--- src/rtl/pdm_mic_frontend.sv ---
// PDM microphone front-end: mic clock generation, L/R sampling, per-channel sinc3 CIC, scaled PCM out.
// Optional build macro PDM_DC_BLOCK_EN adds a per-channel DC-removal stage after saturation.
module pdm_mic_frontend #(
  parameter int CLK_DIV = 16,
  parameter int DEC     = 64,
  parameter int OUT_W   = 16,
  parameter int ACC_W   = 3*$clog2(DEC)+2
) (
  input  logic                    sys_clk,
  input  logic                    sys_rst,
  input  logic                    en,
  input  logic [1:0]              mode,
  input  logic                    pdm_i,
  output logic                    mic_clk_o,
  output logic                    sel_lr_o,
  output logic signed [OUT_W-1:0] data_o,
  output logic                    ch_o,
  output logic                    valid_o
);

  localparam int LOG2_DEC = $clog2(DEC);
  localparam int DIV_W    = $clog2(CLK_DIV);
  localparam int SHIFT    = 3*LOG2_DEC - (OUT_W-1);
  localparam logic signed [ACC_W-1:0] SAT_MAX = {{(ACC_W-OUT_W+1){1'b0}}, {(OUT_W-1){1'b1}}};
  localparam logic signed [ACC_W-1:0] SAT_MIN = ~SAT_MAX;

  logic [DIV_W-1:0]    div;
  logic                run;
  logic [1:0]          mode_q;
  logic [LOG2_DEC-1:0] dec_cnt;
  logic [1:0]          warm;
  logic                pend_l, pend_r, pend_out;

  logic signed [ACC_W-1:0] int_l [3];
  logic signed [ACC_W-1:0] int_r [3];
  logic signed [ACC_W-1:0] dly_l [3];
  logic signed [ACC_W-1:0] dly_r [3];

  logic                    start, tick_l, tick_r, boundary, mode_chg, clr;
  logic                    act_l, act_r, sel_r, emit;
  logic signed [ACC_W-1:0] smp, il1, il2, il3, ir1, ir2, ir3;
  logic signed [ACC_W-1:0] cx, c1, c2, c3, scaled;
  logic signed [OUT_W-1:0] sat_d;

  assign start    = en & ~run;
  assign tick_l   = run & en & (div == DIV_W'(CLK_DIV/2-1));
  assign tick_r   = run & en & (div == DIV_W'(CLK_DIV-1));
  assign boundary = tick_r & (dec_cnt == '1);
  assign mode_chg = boundary & (mode != mode_q);
  assign clr      = sys_rst | ~en | mode_chg;
  assign act_l    = mode_q[1] | ~mode_q[0];
  assign act_r    = mode_q[1] | mode_q[0];
  assign sel_r    = ~pend_l;
  assign emit     = (pend_l | pend_r) & pend_out;

  assign mic_clk_o = run & (div < DIV_W'(CLK_DIV/2));
  assign sel_lr_o  = ~mode_q[1] & mode_q[0];

  always_comb begin
    smp = pdm_i ? ACC_W'(1) : '1;
    il1 = int_l[0] + smp;
    il2 = int_l[1] + il1;
    il3 = int_l[2] + il2;
    ir1 = int_r[0] + smp;
    ir2 = int_r[1] + ir1;
    ir3 = int_r[2] + ir2;
  end

  // One comb datapath shared by both channels: left in the first cycle after a boundary, right after it.
  always_comb begin
    cx     = sel_r ? int_r[2] : int_l[2];
    c1     = cx - (sel_r ? dly_r[0] : dly_l[0]);
    c2     = c1 - (sel_r ? dly_r[1] : dly_l[1]);
    c3     = c2 - (sel_r ? dly_r[2] : dly_l[2]);
    scaled = c3 >>> SHIFT;
    sat_d  = scaled[OUT_W-1:0];
    if (scaled > SAT_MAX)      sat_d = SAT_MAX[OUT_W-1:0];
    else if (scaled < SAT_MIN) sat_d = SAT_MIN[OUT_W-1:0];
  end

  always_ff @(posedge sys_clk) begin
    if (sys_rst) begin
      run    <= 1'b0;
      div    <= '0;
      mode_q <= '0;
    end else begin
      run <= en;
      if (!en || !run)                     div <= '0;
      else if (div == DIV_W'(CLK_DIV-1))   div <= '0;
      else                                 div <= div + 1'b1;
      if (start || boundary) mode_q <= mode;
    end
  end

  always_ff @(posedge sys_clk) begin
    if (clr) begin
      for (int i = 0; i < 3; i++) begin
        int_l[i] <= '0;
        int_r[i] <= '0;
        dly_l[i] <= '0;
        dly_r[i] <= '0;
      end
      dec_cnt  <= '0;
      warm     <= '0;
      pend_l   <= 1'b0;
      pend_r   <= 1'b0;
      pend_out <= 1'b0;
    end else begin
      if (tick_l && act_l) begin
        int_l[0] <= il1;
        int_l[1] <= il2;
        int_l[2] <= il3;
      end
      if (tick_r && act_r) begin
        int_r[0] <= ir1;
        int_r[1] <= ir2;
        int_r[2] <= ir3;
      end
      if (tick_r) dec_cnt <= dec_cnt + 1'b1;
      if (boundary) begin
        pend_l   <= act_l;
        pend_r   <= act_r;
        pend_out <= (warm == 2'd3);
        if (warm != 2'd3) warm <= warm + 2'd1;
      end else if (pend_l) begin
        pend_l <= 1'b0;
      end else if (pend_r) begin
        pend_r <= 1'b0;
      end
      // Combs advance during warm-up too so their history is primed once output starts.
      if (pend_l || pend_r) begin
        if (sel_r) begin
          dly_r[0] <= cx;
          dly_r[1] <= c1;
          dly_r[2] <= c2;
        end else begin
          dly_l[0] <= cx;
          dly_l[1] <= c1;
          dly_l[2] <= c2;
        end
      end
    end
  end

`ifdef PDM_DC_BLOCK_EN
  localparam logic signed [OUT_W+1:0] DC_MAX = {3'b000, {(OUT_W-1){1'b1}}};
  localparam logic signed [OUT_W+1:0] DC_MIN = ~DC_MAX;

  logic                    s_v, s_ch;
  logic signed [OUT_W-1:0] s_d, dc_out;
  logic signed [OUT_W-1:0] dc_x [2];
  logic signed [OUT_W-1:0] dc_y [2];
  logic signed [OUT_W+1:0] dc_sum;

  always_comb begin
    dc_sum = (OUT_W+2)'(s_d) - (OUT_W+2)'(dc_x[s_ch]) + (OUT_W+2)'(dc_y[s_ch])
           - ((OUT_W+2)'(dc_y[s_ch]) >>> 8);
    dc_out = dc_sum[OUT_W-1:0];
    if (dc_sum > DC_MAX)      dc_out = DC_MAX[OUT_W-1:0];
    else if (dc_sum < DC_MIN) dc_out = DC_MIN[OUT_W-1:0];
  end

  always_ff @(posedge sys_clk) begin
    if (clr) begin
      s_v <= 1'b0;
      for (int i = 0; i < 2; i++) begin
        dc_x[i] <= '0;
        dc_y[i] <= '0;
      end
    end else begin
      s_v <= emit;
      if (emit) begin
        s_d  <= sat_d;
        s_ch <= sel_r;
      end
      if (s_v) begin
        dc_x[s_ch] <= s_d;
        dc_y[s_ch] <= dc_out;
      end
    end
  end

  always_ff @(posedge sys_clk) begin
    if (sys_rst) begin
      data_o  <= '0;
      ch_o    <= 1'b0;
      valid_o <= 1'b0;
    end else begin
      valid_o <= s_v & en;
      if (s_v) begin
        data_o <= dc_out;
        ch_o   <= s_ch;
      end
    end
  end
`else
  always_ff @(posedge sys_clk) begin
    if (sys_rst) begin
      data_o  <= '0;
      ch_o    <= 1'b0;
      valid_o <= 1'b0;
    end else begin
      valid_o <= emit & en;
      if (emit) begin
        data_o <= sat_d;
        ch_o   <= sel_r;
      end
    end
  end
`endif

endmodule

--- config.mk ---
export PLATFORM = sky130hd
export DESIGN_NAME = pdm_mic_frontend
export DESIGN_NICKNAME = d
export VERILOG_FILES = /design/src/rtl/pdm_mic_frontend.sv
export SDC_FILE = /design/constraint.sdc
export NUM_CORES = 1
export LEC_CHECK = 0
export BUFFER_PORTS_ARGS = -buffer_cell sky130_fd_sc_hd__buf_2
export CORE_MARGIN = 1.5
export CORE_UTILIZATION = 30
export DETAILED_ROUTE_END_ITERATION = 12
export PLACE_DENSITY = 0.54
export SYNTH_ARGS = -nofsm -noshare
export SYNTH_HDL_FRONTEND = slang
export SYNTH_SLANG_ARGS = --single-unit
--- constraint.sdc ---
create_clock -name sys_clk -period 8.44 [get_ports sys_clk]
set_input_delay 0 -clock sys_clk [delete_from_list [all_inputs] [get_ports sys_clk]]
set_output_delay 0 -clock sys_clk [all_outputs]
set_load 0.01 [all_outputs]
Word level (Yosys, flattened, before mapping)
Memory sizes are Yosys's and may differ from the RTL's.
Index checks and enable logic that the tools add are counted.
{ "word_totals": {"mem_count": 4, "wordCells": 117, "inputBits": 6, "reg_bits": 36, "out_inout_bits": 20, "ram_bits": 240} }
{ "memory_table": {"columns": ["name", "words", "word_bits", "read_ports", "rd_clocked_by_memory_dff", "write_ports", "line_no", "rtl"], "rows": [
  ["dly_l", 3, 20, 3, 0, 3, "36", "logic signed [ACC_W-1:0] dly_l [3];"],
  ["dly_r", 3, 20, 3, 0, 3, "37", "logic signed [ACC_W-1:0] dly_r [3];"],
  ["int_l", 3, 20, 3, 0, 3, "34", "logic signed [ACC_W-1:0] int_l [3];"],
  ["int_r", 3, 20, 3, 0, 3, "35", "logic signed [ACC_W-1:0] int_r [3];"]
]} }
{ "op_classes": {"eq_ne": 7, "magnitude_cmp": 3, "n_reduce_logical": 10, "bitwise": 33, "n_addsub": 12, "n_mux": 37} }
{ "op_table": {"columns": ["operator", "count"], "rows": [
  ["$mux 20", 17],
  ["$add 20x20->20", 6],
  ["$sub 20x20->20", 3],
  ["$mux 16", 2],
  ["$mux 1", 18],
  ["$gt 17x16->1 const B", 1],
  ["$lt 17x16->1 const B", 1],
  ["$or 1x1->1", 17],
  ["$and 1x1->1", 10],
  ["$add 6x1->6 const B", 1],
  ["$eq 6x6->1 const B", 1],
  ["$not 1->1", 6],
  ["$add 4x1->4 const B", 1],
  ["$eq 4x3->1 const B", 1],
  ["$eq 4x4->1 const B", 1],
  ["$lt 4x4->1 const B", 1],
  ["$logic_or 1x1->1", 3],
  ["$reduce_or 3->1", 1],
  ["$add 2x1->2 const B", 1],
  ["$eq 2x2->1 const B", 1],
  ["$logic_and 1x1->1", 2],
  ["$logic_not 1->1", 2],
  ["$ne 2x1->1 const B", 1],
  ["$ne 2x2->1", 1],
  ["3 further kinds", 3]
]} }

Depth between registers and ports, before layout
{ "depth": {"word_depth": 8, "mapped_depth": 38, "ltp_nobuf": 30} }

Worst setup path before layout
Ideal clock, no wire load.
{ "synth_path": {"path_type": "reg-to-reg", "from": "register pend_l", "to": "register data_o[11]", "required_ns": 8.320, "t_arrival_ns": 7.940, "path_stages_with_launch": 35, "setup_slack_ns": 0.380, "setup_ns": 0.120, "synth_period_minus_slack_ns": 8.060, "n_path_buf": 7, "path_cell_list": "dfxtp_1 -> buf_2 -> buf_1 -> buf_1 -> clkbuf_1 -> clkbuf_1 -> clkbuf_1 -> mux2i_1 -> fa_1 -> a211oi_2 -> o21bai_1 -> a21oi_1 -> xor2_1 -> inv_1 -> ha_1 -> o21a_1 -> o211a_1 -> a211oi_1 -> a2111oi_4 -> o211a_1 -> nor2_1 -> a21oi_2 -> maj3_1 -> a21oi_1 -> o21bai_1 -> a21oi_1 -> xor2_1 -> inv_1 -> ha_1 -> nand2b_1 -> nand2b_1 -> a211o_4 -> and4_1 -> buf_6 -> a211o_1"} }
{ "synth_between": {"elab_chain_cells": 7, "elab_cells_between_ends": 13, "cone_classes": "add/sub (3); order compare (2); mux (6); bitwise (2)"} }
{ "synth_rtl": {"columns": ["element", "line_no", "rtl"], "rows": [
  ["from (decl)", "32", "logic pend_l, pend_r, pend_out;"],
  ["from (signal assigned)", "121", "pend_l <= act_l;"],
  ["$mux 20, on equally long branches", "71, 72", null],
  ["$sub 20x20->20 *", "72", "c1 = cx - (sel_r ? dly_r[0] : dly_l[0]);"],
  ["net c1[6]", "42", "logic signed [ACC_W-1:0] cx, c1, c2, c3, scaled;"],
  ["$sub 20x20->20 *", "73", "c2 = c1 - (sel_r ? dly_r[1] : dly_l[1]);"],
  ["net c2[18]", "42", null],
  ["$sub 20x20->20 *", "74", "c3 = c2 - (sel_r ? dly_r[2] : dly_l[2]);"],
  ["$lt 17x16->1", "78", "else if (scaled < SAT_MIN) sat_d = SAT_MIN[OUT_W-1:0];"],
  ["$mux 16", "78", null],
  ["$mux 16 *", "77", "if (scaled > SAT_MAX) sat_d = SAT_MAX[OUT_W-1:0];"],
  ["to (signal assigned)", "205", "data_o <= sat_d;"],
  ["to (decl)", "16", "output logic signed [OUT_W-1:0] data_o,"]
]} }
Mark *: on every way through the listed nets, which the timed path passes. The rest lies on a longest branch.
A chain may end at the register's enable or synchronous reset.

Worst setup path in the final report
{ "layout_path": {"from": "register pend_l", "to": "register data_o[11]"} }
{ "layout_between": {"elab_chain_cells": 7, "elab_cells_between_ends": 13, "cone_classes": "add/sub (3); order compare (2); mux (6); bitwise (2)"} }
{ "layout_rtl": {"columns": ["element", "line_no"], "rows": [
  ["$mux 20, on equally long branches", "71, 72"],
  ["$sub 20x20->20", "72"],
  ["$sub 20x20->20 *", "73"],
  ["net c2[18]", "42"],
  ["$sub 20x20->20 *", "74"],
  ["$lt 17x16->1", "78"],
  ["$mux 16", "78"],
  ["$mux 16 *", "77"]
]} }
Marked as above.

==> results.json <==
{
  "core_um2": 64350,
  "crit_top_cell": "a21oi_1",
  "relSlewSlack": 0.3569,
  "synth_ff_type": "edfxtp_1",
  "dr.pass1.iters": 5,
  "place.detailed.hpwl_mm": 31.51,
  "startpoint": "pend_l$_SDFF_PP0_",
  "wl_per_cell_um": 15.62,
  "synthToLayoutAreaGrowth_pct": 11.80,
  "worst_slew_pin_slew_ns": 0.9646,
  "viasPerCell": 5.036,
  "finalSetupViolCount": 0,
  "port_buffers": 25,
  "reg2reg_depth": 30,
  "r2r_end": "data_o[11]$_SDFFE_PP0P_",
  "gp_congestion": 0.8081,
  "insertion_delay_ns": 0.54,
  "yosys_warnings": 0,
  "status": "completed",
  "min_path_type": "primary input to register",
  "cap_violations": 0,
  "antenna_cells": 0,
  "ys_seq_elements": 276,
  "vias": 14400,
  "synth_edf_count": 240,
  "grt_pass1_vias": 14190,
  "drv_slew": 0,
  "die_w_um": 257.9,
  "crit_type": "register to register",
  "arrival_ns": 7.82,
  "power_density_nw_per_um2": 221.8,
  "num_rows": 93,
  "cts_buffer_depth": 3,
  "cts_num_sinks": 276,
  "cts_max_level": 2,
  "tns_ns": 0,
  "grt_antenna_before_repair": 1,
  "r2r_start": "pend_l$_SDFF_PP0_",
  "crit_fanout": 33,
  "grt_max_degree": 66,
  "fillers": 6490,
  "layout_commonest_cell": "nor2_1",
  "synth_cell_types": 92,
  "period_minus_slack_ns": 7.398,
  "async_flop_share": 0,
  "final_cell_mix": "nor2_1, edfxtp_1, ha_1, a21oi_1, inv_1",
  "reg2reg_setup_slack_ns": 1.04,
  "die_y_um": 257.9,
  "cts_resized": 0,
  "syn_area_per_cell_um2": 10.00,
  "cts_tree": "built",
  "dp.cells": 2793,
  "drt_drc_violations_left": 0,
  "synth.top_cell.area_share": 0.3698,
  "initial_core_util": 0.3029,
  "ir_drop_uv": 107.3,
  "drive_gt1_frac": 0.09426,
  "crit_required_ns": 8.86,
  "synth.area.top_cells": "edfxtp_1, ha_1, nor2_1, xnor2_1, dfxtp_1",
  "die_area_um2": 66510,
  "synth_top_area_cell": "edfxtp_1",
  "numCtsBuffers": 35,
  "ant_nets": 0,
  "cts_root_buffer": "clkbuf_16",
  "finalNonFillerCells": 2860,
  "layout.nets": 2158,
  "synth_cells": 1949,
  "routed_wl_mm": 44.68,
  "fin_crit_sh": 0.8765,
  "critPathCaptureType": "register",
  "fin_skew_ns": 0.01807,
  "grt_first_pass_wirelength_mm": 73.82,
  "max_freq_ghz": 0.1352,
  "syn_nets": 2126,
  "ioPinCount": 26,
  "cts.clk_slew.worst_paths_ns": 0.06,
  "grt_overflow_total": 0,
  "initialDrtViolationCount": 972,
  "critPathCapture": "data_o[11]$_SDFFE_PP0P_",
  "startpoint_type": "register",
  "rsz0062_at_grt": "false",
  "ys_seq_area_frac": 0.4067,
  "synth.cell_area_um2": 19490,
  "power_leakage_nw": 8.856,
  "slowest_stage": "dfxtp_4",
  "hold_violations": 0,
  "track_usage": 0.1345,
  "max_stage_delay_ns": 0.59
}
-- metal layers --
| metal | vias to the layer above | track usage | part of all wire |
|---|---|---|---|
| met5 | - | 0 | 0 |
| met4 | 0 | 0.03590 | 0.018 |
| met3 | 58 | 0.01875 | 0.032 |
| met2 | 204 | 0.2162 | 0.45 |
| met1 | 6875 | 0.1888 | 0.50 |
| li1 | 7265 | - | - |
-- state kept, by name, summed over array words and instances (netlist names), 2 cells and up --
| signal | flops |
|---|---|
| dly_l | 60 |
| int_l | 60 |
| dec_cnt | 6 |
| data_o | 16 |
| mode_q | 2 |
| div | 4 |
| int_r | 60 |
| warm | 2 |
| dly_r | 60 |
-- cell usage after synthesis (4+ instances only) --
cell type,instances
nor2_1,248
edfxtp_1,240
ha_1,163
a21oi_1,111
inv_1,100
xnor2_1,90
nand2_1,80
and2_1,72
o21ai_0,72
mux2i_1,65
nor3_1,62
xor2_1,53
nand3_1,47
clkbuf_1,43
and3_1,40
dfxtp_1,36
mux2_2,30
a21o_1,29
nor4b_1,25
o21a_1,22
nand2b_1,21
o21bai_1,20
or3_1,18
a211oi_1,16
nor2b_1,16
o211ai_1,16
a211o_1,15
a21boi_0,15
or2_2,14
o31ai_1,12
a31oi_1,11
nor3b_1,9
o2111ai_1,9
a32o_1,8
fa_1,8
buf_1,6
nand4_1,6
nor4_1,6
a22oi_1,4
a41oi_1,4
buf_6,4
nand3b_1,4
o311ai_0,4
o31a_1,4
-- cell type report --
type / count / area [um^2] / share of cell area
Clock buffer: 45 / 1017 / 0.04668
Inverter: 100 / 375.4 / 0.01723
Sequential cell: 276 / 7931 / 0.3640
Clock inverter: 16 / 87.58 / 0.004019
Timing Repair Buffer: 52 / 342.8 / 0.01573
Multi-Input combinational cell: 1516 / 10970 / 0.5033
Tap cell: 855 / 1070 / 0.04909
-- how the worst min path moves through the flow --
stage	startpoint	end	slack [ns]	cells past startpoint
after floorplan	mode[0]	mode_q[0]$_SDFFE_PP0P_	0.15	2
after global placement	mode[1]	mode_q[1]$_SDFFE_PP0P_	0.27	3
after detailed placement	mode[0]	mode_q[0]$_SDFFE_PP0P_	0.28	3
after CTS	pdm_i	int_r[0][1]$_SDFFCE_PN0P_	0.28	4
after global routing	pdm_i	int_r[0][1]$_SDFFCE_PN0P_	0.32	4
final	pdm_i	int_r[0][1]$_SDFFCE_PN0P_	0.30	4
-- logic make-up after synthesis --
| family | count (synthesis) | share of synthesized area |
|---|---|---|
| xor+xnor | 145 | 0.06638 |
| simple gates | 682 | 0.1770 |
| buf+inv | 157 | 0.03216 |
| compound gates | 421 | 0.1531 |
| fa+ha+maj | 173 | 0.1139 |
| flops | 276 | 0.4067 |
| mux | 95 | 0.05071 |
-- per-stage QoR --
step	hold slack [ns]	cell area [um^2]	utilization	setup slack [ns]	total power [mW]
after floorplan	0.1473	19490	-	0.3802	3.053
after global placement	0.2720	20630	0.3205	1.218	3.361
after detailed placement	0.2825	20630	0.3205	1.004	3.400
after CTS	0.2775	21790	0.3386	0.9760	4.884
after global routing	0.3180	21790	0.3386	0.3589	5.169
final	0.2966	21790	0.3386	1.042	4.834
-- critical path: cells and delay by family (launching register included) --
kind	cells	cell delay (ns)
AO/OA/AOI/OAI	13	2.43
adder cells (fa/ha/maj)	4	1.51
AND/OR/NAND/NOR	6	1.28
buffers and inverters	4	0.76
flip-flops	1	0.59
XOR/XNOR	2	0.51
multiplexers	1	0.19
-- power by group --
group / internal, mW / switching, mW
clock: 0.850 / 0.601
combinational: 0.738 / 1.08
sequential: 1.53 / 0.0262
-- repair_timing --
item / 4_1_cts / 5_1_grt
buffers inserted: 0 / 0
hold buffers: 6 / 0
hold endpoints to repair: 9 / 0
Note: power is estimated with default switching activity, not from simulation.
